### src/rtl/gpio_port_ctrl.sv
// gpio_port_ctrl: 32-bit host register front end for one bidir_io pad block.
// Holds OUT/DDR, synchronises and debounces pad inputs, latches W1C edge flags, drives a maskable irq.
module gpio_port_ctrl #(
    parameter int IOWidth       = 36,
    parameter int DebounceWidth = 8
) (
    input  logic               clk,
    input  logic               reset,
    input  logic [3:0]         addr,
    input  logic               wr_strobe,
    input  logic               rd_strobe,
    input  logic [31:0]        data_in,
    output logic [31:0]        data_out,
    output logic               rd_valid,
    output logic [IOWidth-1:0] out_data,
    output logic [IOWidth-1:0] out_ena,
    input  logic [IOWidth-1:0] gpio_in_data,
    output logic               irq
);

    localparam int HiW = IOWidth - 32;

    localparam logic [3:0] A_OUT_LO   = 4'd0;
    localparam logic [3:0] A_OUT_HI   = 4'd1;
    localparam logic [3:0] A_DDR_LO   = 4'd2;
    localparam logic [3:0] A_DDR_HI   = 4'd3;
    localparam logic [3:0] A_IN_LO    = 4'd4;
    localparam logic [3:0] A_IN_HI    = 4'd5;
    localparam logic [3:0] A_EDGE_LO  = 4'd6;
    localparam logic [3:0] A_EDGE_HI  = 4'd7;
    localparam logic [3:0] A_IRQEN_LO = 4'd8;
    localparam logic [3:0] A_IRQEN_HI = 4'd9;
    localparam logic [3:0] A_CFG      = 4'd10;

    logic [IOWidth-1:0]       sync_r;
    logic [IOWidth-1:0]       deb_r;
    logic [IOWidth-1:0]       edge_r;
    logic [IOWidth-1:0]       irqen_r;
    logic [DebounceWidth-1:0] cnt_r [IOWidth];
    logic [DebounceWidth-1:0] filt_r;
    logic                     rise_en_r;
    logic                     fall_en_r;

    logic [IOWidth-1:0]       deb_nxt_s;
    logic [IOWidth-1:0]       rise_s;
    logic [IOWidth-1:0]       fall_s;
    logic [IOWidth-1:0]       edge_set_s;
    logic [IOWidth-1:0]       edge_clr_s;
    logic [DebounceWidth-1:0] cnt_nxt_s [IOWidth];
    logic [31:0]              rd_data_s;

    function automatic logic [31:0] hi_word(input logic [IOWidth-1:0] v);
        return 32'(v[IOWidth-1:32]);
    endfunction

    // Per-bit debounce: count consecutive mismatch cycles, adopt sync once the count reaches filt
    always_comb begin
        deb_nxt_s = deb_r;
        rise_s    = '0;
        fall_s    = '0;
        for (int i = 0; i < IOWidth; i++) begin
            cnt_nxt_s[i] = cnt_r[i];
            if (sync_r[i] == deb_r[i]) begin
                cnt_nxt_s[i] = '0;
            end else if (cnt_r[i] >= filt_r) begin
                deb_nxt_s[i] = sync_r[i];
                cnt_nxt_s[i] = '0;
                if (sync_r[i]) begin
                    rise_s[i] = 1'b1;
                end else begin
                    fall_s[i] = 1'b1;
                end
            end else if (cnt_r[i] != {DebounceWidth{1'b1}}) begin
                cnt_nxt_s[i] = cnt_r[i] + DebounceWidth'(1'b1);
            end else begin
                cnt_nxt_s[i] = cnt_r[i];
            end
        end
    end

    assign edge_set_s = (rise_s & {IOWidth{rise_en_r}}) | (fall_s & {IOWidth{fall_en_r}});

    // Write-1-to-clear mask from host writes to the EDGE words
    always_comb begin
        edge_clr_s = '0;
        if (wr_strobe && (addr == A_EDGE_LO)) begin
            edge_clr_s[31:0] = data_in;
        end else if (wr_strobe && (addr == A_EDGE_HI)) begin
            edge_clr_s[IOWidth-1:32] = data_in[HiW-1:0];
        end else begin
            edge_clr_s = '0;
        end
    end

    // Read mux over current register contents, so a same-cycle write is not yet visible
    always_comb begin
        rd_data_s = 32'd0;
        case (addr)
            A_OUT_LO:   rd_data_s = out_data[31:0];
            A_OUT_HI:   rd_data_s = hi_word(out_data);
            A_DDR_LO:   rd_data_s = out_ena[31:0];
            A_DDR_HI:   rd_data_s = hi_word(out_ena);
            A_IN_LO:    rd_data_s = deb_r[31:0];
            A_IN_HI:    rd_data_s = hi_word(deb_r);
            A_EDGE_LO:  rd_data_s = edge_r[31:0];
            A_EDGE_HI:  rd_data_s = hi_word(edge_r);
            A_IRQEN_LO: rd_data_s = irqen_r[31:0];
            A_IRQEN_HI: rd_data_s = hi_word(irqen_r);
            A_CFG: begin
                rd_data_s     = 32'(filt_r);
                rd_data_s[16] = rise_en_r;
                rd_data_s[17] = fall_en_r;
            end
            default:    rd_data_s = 32'd0;
        endcase
    end

    // Input synchroniser, debounce state, edge flags (set beats clear) and registered irq
    always_ff @(posedge clk) begin
        if (reset) begin
            sync_r <= '0;
            deb_r  <= '0;
            edge_r <= '0;
            irq    <= 1'b0;
            for (int i = 0; i < IOWidth; i++) begin
                cnt_r[i] <= '0;
            end
        end else begin
            sync_r <= gpio_in_data;
            deb_r  <= deb_nxt_s;
            edge_r <= (edge_r & ~edge_clr_s) | edge_set_s;
            irq    <= |(edge_r & irqen_r);
            for (int i = 0; i < IOWidth; i++) begin
                cnt_r[i] <= cnt_nxt_s[i];
            end
        end
    end

    // Host-writable registers and the registered read return
    always_ff @(posedge clk) begin
        if (reset) begin
            out_data  <= '0;
            out_ena   <= '0;
            irqen_r   <= '0;
            filt_r    <= '0;
            rise_en_r <= 1'b0;
            fall_en_r <= 1'b0;
            data_out  <= 32'd0;
            rd_valid  <= 1'b0;
        end else begin
            rd_valid <= rd_strobe;
            if (rd_strobe) begin
                data_out <= rd_data_s;
            end else begin
                data_out <= data_out;
            end
            if (wr_strobe) begin
                case (addr)
                    A_OUT_LO:   out_data[31:0]         <= data_in;
                    A_OUT_HI:   out_data[IOWidth-1:32] <= data_in[HiW-1:0];
                    A_DDR_LO:   out_ena[31:0]          <= data_in;
                    A_DDR_HI:   out_ena[IOWidth-1:32]  <= data_in[HiW-1:0];
                    A_IRQEN_LO: irqen_r[31:0]          <= data_in;
                    A_IRQEN_HI: irqen_r[IOWidth-1:32]  <= data_in[HiW-1:0];
                    A_CFG: begin
                        filt_r    <= data_in[DebounceWidth-1:0];
                        rise_en_r <= data_in[16];
                        fall_en_r <= data_in[17];
                    end
                    default: ;
                endcase
            end
        end
    end

endmodule
### config.mk
export PLATFORM = sky130hd
export DESIGN_NAME = gpio_port_ctrl
export DESIGN_NICKNAME = d
export VERILOG_FILES = /design/src/rtl/gpio_port_ctrl.sv
export SDC_FILE = /design/constraint.sdc
export NUM_CORES = 1
export LEC_CHECK = 0
export ABC_CLOCK_PERIOD_IN_PS = 5310
export CAP_MARGIN = 10
export CORE_ASPECT_RATIO = 0.9
export CORE_MARGIN = 3
export CORE_UTILIZATION = 55
export CTS_CLUSTER_SIZE = 25
export DETAILED_ROUTE_END_ITERATION = 8
export GPL_TIMING_DRIVEN = 0
export HOLD_SLACK_MARGIN = 0.05
export PLACE_DENSITY = 0.79
export RECOVER_POWER = 50
export SYNTH_ARGS = -nofsm -noshare
export SYNTH_HDL_FRONTEND = slang
export SYNTH_SLANG_ARGS = --single-unit
### constraint.sdc
create_clock -name clk -period 5.31 [get_ports clk]
set_input_delay 1.593 -clock clk [delete_from_list [all_inputs] [get_ports clk]]
set_output_delay 1.593 -clock clk [all_outputs]
set_load 0.01 [all_outputs]
==> metrics.txt <==
area grow syn2layout 15.3%; IO buf count about 180; setup_tns 0 ns; worst-margin pin slew 2.08 ns; clk_lat worst skew 0.63 ns; top-area cell type share of the netlist area 36.9%; cts hold-fix bufs 0; largest net degree at the start of global routing 25; largest area contributor in the netlist dfxtp_1; H-tree lvl count 2; Main synth FF type dfxtp_1; Synth area leaders dfxtp_1, ha_1, nand2_1, nor2_1, a21oi_1; area occupied by multi-input gates 17800 um2; cell repeated most along the worst path buf_1; Rows 80; routed wire length 91400 um; CP max-delay cell buf_1; status finished, violations left; routed vias around 27000; mux cell area share after synthesis 3.34%; GPL Wtd Cong 0.983; adder-cell share of the synthesized area 13.6%; cell depth of the worst flop-to-flop path 9; VDD IR max 240 uV; Worst Path Required 5.80 ns; largest family of logic cells by synthesized area simple AND/OR/NAND/NOR gates; syn avg cell area approximately 8.5 um2; Final Hold Viols 0; GRT overflow 0; ANT nets after route 0; Die W 251 um; HP Class register to register; startpoint types primary input; Yosys reg bits 548; RR Endpoint cnt_r[1][30]; TritonCTS buffer count 57; Worst Path Buf+Inv 5; Max stage delay on crit path 0.87 ns; slew margin rel. -38.7%; clock-pin slew on the worst setup and hold paths 0.06 ns; CP Max Fanout 10; reg-to-reg slack, setup 0.70 ns; vias per inst 6.11; count leader, synth dfxtp_1; Post-DP HPWL between 60000 and 70000 um; CP arrival 5.17 ns; xor/xnor share of the synthesized area 4.45%; crit path time final around 4.7 ns; Die H 227 um; crit path to deb_r[1]; failing checks capacitance limit, slew limit; initial antenna violation count 8; Residual DRC 0; Post CTS Setup Buffer Count 0; max-slew violations 34; Synth Cell Area between 20000 and 30000 um2; RSZ-0062 raised after global routing false; clk root buf clkbuf_16; WL per Instance just over 20 um; commonest cells in the synthesized netlist dfxtp_1, nand2_1, nor2_1; First-pass DRT Iterations 8; Mapped Cells around 3500; first-pass GRT wire length about 140000 um; layout cells sized above 1 just over 4%; core area 53300 um2; Sequential Area 11000 um2; Ys Warns 0; maxcap violations 2; post-synthesis compound-gate area fraction 14.8%; syn_nets between 3000 and 4000; First DRT Iteration DRCs 2859; DIE AREA 56900 um2; CP top delay family buffers and inverters; Layout fillers 4566; async set-reset flop share out of synthesis 0%; CTS tree yes; Crit. End Element register; starting density of the core 55.8%; Synth Area in Simple Gates 23.8%; Pleak 13.5 nW; register area share after synthesis 36.9%; worst reg2reg startpoint filt_r[2]; synth unique cells 59; NumNets Final 4129; cts repair resizes 0; vias in the first global route 25294; sequence of cells on the critical path dlygate4sd3_1 -> clkbuf_1 -> buf_1 -> buf_2 -> buf_1 -> nor2_1; Max Fclk 0.213 GHz; All-Layer GR Usage between 30% and 40%; CP Depth 6; fin util around 64%; CTS max path bufs 3; CP Class primary input to register; Ports 182; Pwr per Cell Area 258 nW/um2; Setup-failing EPs final 0; number of synthesized flops with an enable pin 0; period utilisation layout 88.3%; clk_skew 0.0176 ns; CP startpoint reset; Num Clock Sinks 548
per-layer routing:
metal | up-vias | track usage, % | part of all wire, %
li1 | 12990 | - | -
met1 | 12685 | 42.2 | 41
met2 | 1388 | 49.0 | 43
met3 | 282 | 6.64 | 11
met4 | 4 | 14.0 | 4.4
met5 | - | 0 | 0.026
tightest hold or removal path: stages (launching register included):
cell and delay, ns:
dfxtp_1 0.32, nand2_1 0.05, a21oi_1 0.05
power by group:
group / switching [mW] / internal, mW
registers: 0.0643 / 4.16
logic: 0.306 / 0.191
clock network: 1.75 / 2.38
stage by stage:
stage	total power [mW]	instance area (um2)	setup slack [ns]	hold WS (ns)	std cells
finish	8.85	34300	0.621	0.471	4477
global route	9.08	34300	0.516	0.495	4474
CTS	8.88	34400	0.893	0.472	4473
detailed placement	4.80	32500	0.247	0.463	4367
global placement	4.79	32400	0.233	0.458	4359
floorplan	4.56	29700	2.39	0.444	3485
registers in the layout, summed over array words and instances (netlist names):
| name | cells |
|---|---|
| rd_valid | 1 |
| data_out | 32 |
| edge_r | 36 |
| filt_r | 8 |
| out_data | 36 |
| fall_en_r | 1 |
| irqen_r | 36 |
| out_ena | 36 |
| rise_en_r | 1 |
| irq | 1 |
| cnt_r | 288 |
| sync_r | 36 |
| deb_r | 36 |
cell usage in the layout (no fill, tap or decap), types with 67 or more instances in the layout:
| cell | n |
|---|---|
| dfxtp_1 | 547 |
| nand2_1 | 456 |
| nor2_1 | 422 |
| ha_1 | 324 |
| a21oi_1 | 238 |
| nand3_1 | 131 |
| clkbuf_1 | 121 |
| dlygate4sd3_1 | 108 |
| mux2i_1 | 97 |
| xnor2_1 | 96 |
| o21ai_0 | 83 |
| inv_1 | 80 |
| nor3_1 | 75 |
| nor2b_1 | 70 |
| clkdlybuf4s50_1 | 69 |
| a22oi_1 | 67 |
cell families (layout without fill, tap and decap cells):
logic type,count (synthesis),count (layout)
xor gates and xnor gates,151,151
buffers and inverters,220,511
DFF,548,548
muxes,99,99
other,0,4
and+or+nand+nor,1482,1482
AOI/OAI and AO/OA,661,661
adders and majority gates,324,324
worst min path at each step:
stage,cells after the start,slack [ns],from,to
after floorplan,2,0.44,irqen_r[3],irqen_r[3]
after global placement,2,0.46,filt_r[7],filt_r[7]
after detailed placement,2,0.46,irqen_r[15],irqen_r[15]
after CTS,2,0.47,out_data[16],out_data[16]
after global routing,2,0.50,irqen_r[4],irqen_r[4]
final,2,0.47,out_ena[31],out_ena[31]
layout make-up:
class | count | area share (%)
diodes | 4 | 0.0292
plain buffers | 134 | 1.54
clock buffers | 85 | 4.91
clock inverters | 21 | 0.664
inverters | 86 | 0.941
multi-input cells | 2717 | 51.8
flip-flops and latches | 548 | 32.0
well taps | 697 | 2.54
repair buffers | 185 | 5.59
Note: power is estimated with default switching activity, not from simulation.
